**config.mk**
```make
export PLATFORM = sky130hd
export DESIGN_NAME = light_monitor
export DESIGN_NICKNAME = d
export VERILOG_FILES = /design/src/rtl/light_pkg.sv /design/src/rtl/road_seq_check.sv /design/src/rtl/light_monitor.sv
export SDC_FILE = /design/constraint.sdc
export NUM_CORES = 1
export LEC_CHECK = 0
export ABC_AREA = 1
export ABC_CLOCK_PERIOD_IN_PS = 3800
export CORE_ASPECT_RATIO = 0.6
export CORE_MARGIN = 1.5
export CORE_UTILIZATION = 25
export CTS_BUF_LIST = sky130_fd_sc_hd__clkbuf_4
export DETAILED_ROUTE_END_ITERATION = 7
export GPL_TIMING_DRIVEN = 0
export PLACE_DENSITY = 0.5
export REMOVE_ABC_BUFFERS = 1
export SLEW_MARGIN = 20
export SYNTH_ARGS = -nofsm -noshare
export SYNTH_HDL_FRONTEND = slang
export SYNTH_SLANG_ARGS = --single-unit
```
**constraint.sdc**
```tcl
create_clock -name clk -period 3.8 [get_ports clk]
set_input_delay 0.76 -clock clk [delete_from_list [all_inputs] [get_ports clk]]
set_output_delay 0.76 -clock clk [all_outputs]
set_load 0.1 [all_outputs]
```
**src/rtl/light_pkg.sv**
```systemverilog
// Shared light-code, fault-code and monitor state definitions.
// Imported by the intersection controller and light_monitor.
package light_pkg;

  localparam logic [1:0] RED    = 2'd0;
  localparam logic [1:0] YELLOW = 2'd1;
  localparam logic [1:0] GREEN  = 2'd2;
  localparam logic [1:0] BADLT  = 2'd3;

  localparam logic [2:0] F_NONE        = 3'd0;
  localparam logic [2:0] F_INVALID     = 3'd1;
  localparam logic [2:0] F_CONFLICT    = 3'd2;
  localparam logic [2:0] F_ILLEGAL_SEQ = 3'd3;
  localparam logic [2:0] F_SHORT_YEL   = 3'd4;
  localparam logic [2:0] F_SHORT_CLR   = 3'd5;

  typedef enum logic [1:0] {
    SYNC  = 2'd0,
    RUN   = 2'd1,
    FAULT = 2'd2
  } mon_state_t;

endpackage

```
**src/rtl/road_seq_check.sv**
```systemverilog
// Per-road sequence checker: holds previous code and yellow dwell.
// Ports: clk, clear_n, code in; illegal_seq, short_yellow, went_green out.
module road_seq_check
  import light_pkg::*;
#(
  parameter int         MIN_YELLOW = 3,
  parameter logic [1:0] PREV_RST   = RED
) (
  input  logic       clk,
  input  logic       clear_n,
  input  logic [1:0] code,
  output logic       illegal_seq,
  output logic       short_yellow,
  output logic       went_green
);

  localparam int YW = $clog2(MIN_YELLOW + 1);
  localparam logic [YW-1:0] YMAX = YW'(MIN_YELLOW);

  logic [1:0]    prev;
  logic [YW-1:0] yel_cnt;
  logic          legal;

  always_comb begin
    legal = (code == prev)
         || (prev == GREEN  && code == YELLOW)
         || (prev == YELLOW && code == RED)
         || (prev == RED    && code == GREEN);
  end

  assign illegal_seq  = !legal;
  // yel_cnt counts the YELLOW samples preceding this one
  assign short_yellow = (prev == YELLOW) && (code == RED)
                     && (yel_cnt < YMAX);
  assign went_green   = (prev == RED) && (code == GREEN);

  always_ff @(posedge clk) begin
    if (!clear_n) begin
      prev    <= PREV_RST;
      yel_cnt <= '0;
    end else begin
      prev <= code;
      if (code != YELLOW)
        yel_cnt <= '0;
      else if (yel_cnt != YMAX)
        yel_cnt <= yel_cnt + 1'b1;
    end
  end

endmodule

```
**src/rtl/light_monitor.sv**
```systemverilog
// Safety monitor on the intersection light codes; latches first fault.
// Ports: clk, clear_n, hwy, cntry, fault_clr in; fault, fault_code, in_sync, cntry_grants out.
module light_monitor
  import light_pkg::*;
#(
  parameter int MIN_YELLOW = 3,
  parameter int MIN_ALLRED = 2,
  parameter int CNT_W      = 8
) (
  input  logic             clk,
  input  logic             clear_n,
  input  logic [1:0]       hwy,
  input  logic [1:0]       cntry,
  input  logic             fault_clr,
  output logic             fault,
  output logic [2:0]       fault_code,
  output logic             in_sync,
  output logic [CNT_W-1:0] cntry_grants
);

  localparam int AW = $clog2(MIN_ALLRED + 1);
  localparam logic [AW-1:0] AMAX = AW'(MIN_ALLRED);

  mon_state_t    state;
  logic [AW-1:0] allred_cnt;
  logic          h_ill, h_sy, h_gg;
  logic          c_ill, c_sy, c_gg;
  logic          invalid, conflict, short_clr;
  logic [2:0]    code_now;

  road_seq_check #(
    .MIN_YELLOW (MIN_YELLOW),
    .PREV_RST   (GREEN)
  ) u_hwy (
    .clk          (clk),
    .clear_n      (clear_n),
    .code         (hwy),
    .illegal_seq  (h_ill),
    .short_yellow (h_sy),
    .went_green   (h_gg)
  );

  road_seq_check #(
    .MIN_YELLOW (MIN_YELLOW),
    .PREV_RST   (RED)
  ) u_cntry (
    .clk          (clk),
    .clear_n      (clear_n),
    .code         (cntry),
    .illegal_seq  (c_ill),
    .short_yellow (c_sy),
    .went_green   (c_gg)
  );

  assign invalid   = (hwy == BADLT) || (cntry == BADLT);
  assign conflict  = (hwy != RED) && (cntry != RED);
  // all-red count is the value built up before this sample
  assign short_clr = (h_gg || c_gg) && (allred_cnt < AMAX);

  always_comb begin
    code_now = F_NONE;
    if (invalid)
      code_now = F_INVALID;
    else if (conflict)
      code_now = F_CONFLICT;
    else if (h_ill || c_ill)
      code_now = F_ILLEGAL_SEQ;
    else if (h_sy || c_sy)
      code_now = F_SHORT_YEL;
    else if (short_clr)
      code_now = F_SHORT_CLR;
  end

  always_ff @(posedge clk) begin
    if (!clear_n) begin
      allred_cnt <= '0;
    end else if (hwy != RED || cntry != RED) begin
      allred_cnt <= '0;
    end else if (allred_cnt != AMAX) begin
      allred_cnt <= allred_cnt + 1'b1;
    end
  end

  always_ff @(posedge clk) begin
    if (!clear_n) begin
      state        <= SYNC;
      fault        <= 1'b0;
      fault_code   <= F_NONE;
      in_sync      <= 1'b0;
      cntry_grants <= '0;
    end else begin
      unique case (state)
        SYNC: begin
          if (hwy == GREEN && cntry == RED) begin
            state   <= RUN;
            in_sync <= 1'b1;
          end
        end
        RUN: begin
          if (code_now != F_NONE) begin
            state      <= FAULT;
            fault      <= 1'b1;
            fault_code <= code_now;
            in_sync    <= 1'b0;
          end else if (c_gg && cntry_grants != '1) begin
            cntry_grants <= cntry_grants + 1'b1;
          end
        end
        FAULT: begin
          if (fault_clr) begin
            state      <= SYNC;
            fault      <= 1'b0;
            fault_code <= F_NONE;
          end
        end
        default: begin
          state   <= SYNC;
          in_sync <= 1'b0;
        end
      endcase
    end
  end

endmodule

```
# Word level (Yosys, flattened, before mapping)
# Cells that the tools add are included.
# totals
ff_bits	25
latch_bits	0
ram_bits	0
mem_bits_ro	0
in_bits	7
out_inout_bits	13
word_cells	102
mem_count	0
# op_classes
n_addsub	4
n_mul	0
div_mod_pow	0
magnitude_cmp	3
n_eq_ne	23
shifts	0
mux	18
n_bitwise	3
n_reduce_logical	41
# op_table
op	n
$mux W3	7
$eq A2 B2 Y1 const B	7
$logic_and A1 B1 Y1	12
$ne A2 B2 Y1 const B	6
$reduce_and A3 Y1	4
$logic_or A1 B1 Y1	11
$eq A2 B1 Y1 const B	5
$logic_not A2 Y1	5
$add A8 B1 Y8 const B	1
$ne A8 B8 Y1 const B	1
$add A2 B1 Y2 const B	3
$lt A2 B2 Y1 const B	3
$mux W2	3
$pmux W2 S3	1
$pmux W3 S2	1
$reduce_bool A2 Y1	3
$reduce_or A2 Y1	3
$eq A2 B2 Y1	2
$mux W1	4
$ne A2 B1 Y1 const B	2
$not A1 Y1	3
$pmux W1 S3	1
$reduce_bool A3 Y1	1
$logic_not A1 Y1	2
$pmux W1 S2	1

# Longest topological paths before layout
# logic_depth
ltp_word	13
mapped_depth	15
mapped_depth_nobuf	15

# Cells and area by module
# A second synthesis with hierarchy kept.
# hier_totals
cells_unflattened	208
area_unflattened_um2	1431.4
# modules_own_cells
module	instances	cells_each	area_per_inst_um2	seq_area_each_um2
light_monitor	1	143	1008.5	340.3
road_seq_check at u_cntry	1	34	217.7	80.1
road_seq_check at u_hwy	1	31	205.2	80.1

# Worst setup path before layout
# OpenSTA, ideal clock, no wires.
# synth_timing
path_kind	reg-to-reg
start	register cntry_grants[0]
end	register cntry_grants[7]
setup_time_ns	0.070
arrival_time_ns	2.195
setup_slack_ns	1.534
path_stages_with_launch	8
path_buffers	0
synth_period_minus_slack_ns	2.266
cell_sequence	dfxtp_1 ha_1 nand2_1 nor2_1 a31oi_4 nand3_4 nand2_1 a21oi_1
# synth_between
elab_chain_cells	3
elab_cells_between_ends	4
cone_classes	add/sub: 1; eq/ne: 1; reduce/logical: 2
# synth_lines
element	line_no	rtl
start: declaration	light_monitor.sv:18	output logic [CNT_W-1:0] cntry_grants
start signal: assignment	light_monitor.sv:106	cntry_grants <= cntry_grants + 1'b1;
parallel branches: the longest is 3 deep, another holds $add A8 B1 Y8	-	
# Several ways; the timed one is not identified.
# A chain may end at the register's enable or synchronous reset.

# Final worst setup path
# layout_timing
start	register cntry_grants[7]
end	output port cntry_grants[7]
# No word-level cell between the ends.

==> summary.md <==
| Metric | Value |
|---|---|
| Outcome | `complete, no violations` |
| Clk sinks | `25` |
| Post-Syn Area | `1470 um^2` |
| CP Cell Sequence | `clkdlybuf4s50_1` |
| Setup TNS | `0 ns` |
| Layout Cells excl Fill | `306` |
| Ant. Diodes | `0` |
| Crit-path leading delay family | `buffers and inverters` |
| FILL cells | `632` |
| Worst Setup SP | `cntry_grants[7]` |
| GPL Wtd Cong | `0.739` |
| DP HPWL | `2490 um` |
| Largest net degree at the start of global routing | `14` |
| Setup CP Type | `flip-flop to primary output` |
| EDFF count, synth | `0` |
| Fmax | `366 MHz` |
| CP max-delay cell | `clkdlybuf4s50_1` |
| Critical Path End | `cntry_grants[7]` |
| GRT overflow | `0` |
| Fin area | `1770 um^2` |
| Final Util | `31.5%` |
| Wire length per cell | `10.5 um` |
| Largest stage delay, worst path | `1.18 ns` |
| Via count | `1300` |
| Critical path arrival | `1.97 ns` |
| Cell Pwr Density | `274 nW/um^2` |
| Ratio of cells with drive above 1 in the final layout | `12.4%` |
| Req. time, crit path | `3.04 ns` |
| Post-synth cell types | `27` |
| # setup viols final | `0` |
| Critical Path Source Type | `flip-flop` |
| Drt first pass iters | `4` |
| Final Max Tran Viols | `0` |
| Hold_buf cts | `0` |
| Post-synth ARST share | `0%` |
| Ys flop type | `dfxtp_1` |
| Die Area | `6370 um^2` |
| CTS max path bufs | `2` |
| Fin crit period | `2.73 ns` |
| Reg power frac | `56.2%` |
| Worst VDD drop | `0.000113 V` |
| Final worst-path setup slack | `1.07 ns` |
| Layout area overhead | `20.3%` |
| Slew @ Worst Pin | `0.974 ns` |
| Buf/Inv on CP | `1` |
| Crit path depth | `1` |
| Post-CTS Setup Repair Bufs | `0` |
| #FFs+latches synth | `25` |
| I/O Buffers | `19` |
| # rows | `21` |
| Synth area leaders | `dfxtp_1 (34%), nand2_1 (13%), nor2_1 (7.4%), a21oi_1 (5.4%), inv_1 (5.1%)` |
| Clk Latency, worst-skew pair | `0.32 ns` |
| Dpl cells | `302` |
| R2R Setup Slk | `1.93 ns` |
| Initial antenna violation count | `0` |
| Reg clk slew, reported paths | `0.14 ns` |
| Chip height | `62.4 um` |
| Final Skew | `0.00291 ns` |
| Post-synthesis instance total | `207` |
| Nets | `238` |
| Core box area | `5620 um^2` |
| Crit. End Element | `primary output` |
| Relative slew slack | `34.9%` |
| Cts repair resizes | `0` |
| Total length of routed met2 wires | `1160 um` |
| Area of placed instances | `1740 um^2` |
| Fin. Hold Viols | `0` |
| Clock share of power | `27.1%` |
| Starting density of the core | `26.2%` |
| Critical path peak fanout | `4` |
| Count leader, synth | `nand2_1` |
| Max-cap viol count | `0` |
| Initial DRC count | `79` |
| Internal power | `342 uW` |
| # DRC | `0` |
| GR Util All Layers | `10.9%` |
| Via/cell ratio | `4.25` |
| Period utilisation layout | `71.9%` |
| Global-route wire length before repair | `5570 um` |
| Die Wd | `102 um` |
| R2R depth | `9` |
| Routed WL | `3230 um` |
| Vias in the first global route | `1167` |
| Sw Ratio | `29.4%` |
| I/O Pins | `20` |
| Met3 Wirelength | `194 um` |
| Reg-to-Reg End | `cntry_grants[4]` |
| Top sig layer | `met3` |
| Multi-input gate area | `863 um^2` |
| CTS tree | `done` |
| DP Worst Slack | `0.986 ns` |
| Leakage | `0.742 nW` |
| Depth of the CTS H-tree | `1` |
| Post-route ant nets | `0` |
| RSZ-0062 raised after global routing | `false` |
| Reg area | `500 um^2` |
| Clock root buffer | `clkbuf_4` |
| M1 WL | `1870 um` |
| Share of total power in combinational logic | `16.8%` |
| Synth Area per Inst | `7.11 um^2` |
| Yosys warns | `0` |
| Hold Crit Class | `flip-flop to flip-flop` |
| Yosys top cell by area | `dfxtp_1` |
| Net Sw Power | `142 uW` |
| Most common library cells after synthesis | `nand2_1 (50), nor2_1 (29), dfxtp_1 (25), inv_1 (20), a21oi_1 (16)` |
| Reg2Reg Launch Point | `u_hwy.yel_cnt[0]` |
| Sequential element share of the synthesized area | `34.0%` |
| TritonCTS buffer count | `3` |
| Synth top area share | `34.0%` |
[layout by cell type (no fill, tap or decap)]
cell type,n
ha_1,4
or2_4,1
o22ai_1,1
dfxtp_1,25
nand3b_1,1
nand3_1,11
inv_1,20
nor3_4,1
nor2_1,29
nand4_2,2
nand2_2,8
clkdlybuf4s50_1,19
nor2_4,4
xnor2_1,1
inv_2,3
nand3_2,2
a21oi_2,1
nand3_4,1
a21oi_1,16
a31oi_4,1
nand2_1,50
xor2_1,8
o21ai_0,3
clkbuf_4,4
nor3_1,1
nand4_1,9
[state kept, by name, summed over array words and instances (netlist names)]
register         cells
in_sync              1
u_hwy.prev           2
fault_code           3
state                2
fault                1
u_cntry.yel_cnt      2
allred_cnt           2
u_cntry.prev         2
cntry_grants         8
u_hwy.yel_cnt        2
[worst min-delay path by stage]
stage                                 from          endpoint  cells past startpoint
final                              in_sync           in_sync                      2
after global routing                 fault             fault                      2
after CTS                          in_sync           in_sync                      2
after detailed placement             fault             fault                      2
after global placement    u_hwy.yel_cnt[1]  u_hwy.yel_cnt[1]                      2
after floorplan           u_hwy.yel_cnt[1]  u_hwy.yel_cnt[1]                      2
[layout make-up]
type | count | area share [%]
clock buffer | 4 | 1.70
tap | 80 | 5.65
timing repair buffer | 19 | 10.7
inverter | 23 | 4.88
sequential | 25 | 28.3
multi-input combinational | 155 | 48.8
[per-layer routing]
layer  track usage, %  vias up
met5                0        -
met3             2.68        0
met4             1.54        0
met2             13.7       30
met1             18.3      561
li1                 -      709
[power groups by stage]
stage	Clock (mW)	Combinational, mW	Sequential (mW)
final	0.131	0.0813	0.272
after global routing	0.150	0.0909	0.273
after CTS	0.141	0.0817	0.272
after detailed placement	0	0.0812	0.278
after global placement	0	0.0810	0.278
after floorplan	0	0.0482	0.287
[cells by family after synthesis]
| group | after synthesis | share of synthesized area [%] |
|---|---|---|
| compound gates | 22 | 8.93 |
| buf+inv | 27 | 7.31 |
| xor+xnor | 9 | 5.36 |
| simple gates | 120 | 41.0 |
| flops | 25 | 34.0 |
| fa+ha+maj | 4 | 3.40 |
[per-stage QoR]
| stage | power (mW) | hold WS (ns) |
|---|---|---|
| 3_5_place_dp | 0.359 | 0.459 |
| 6_report | 0.485 | 0.482 |
| 3_3_place_gp | 0.359 | 0.458 |
| 5_1_grt | 0.514 | 0.512 |
| 2_1_floorplan | 0.336 | 0.447 |
| 4_1_cts | 0.495 | 0.484 |
Power figures use the tool's default switching activity.
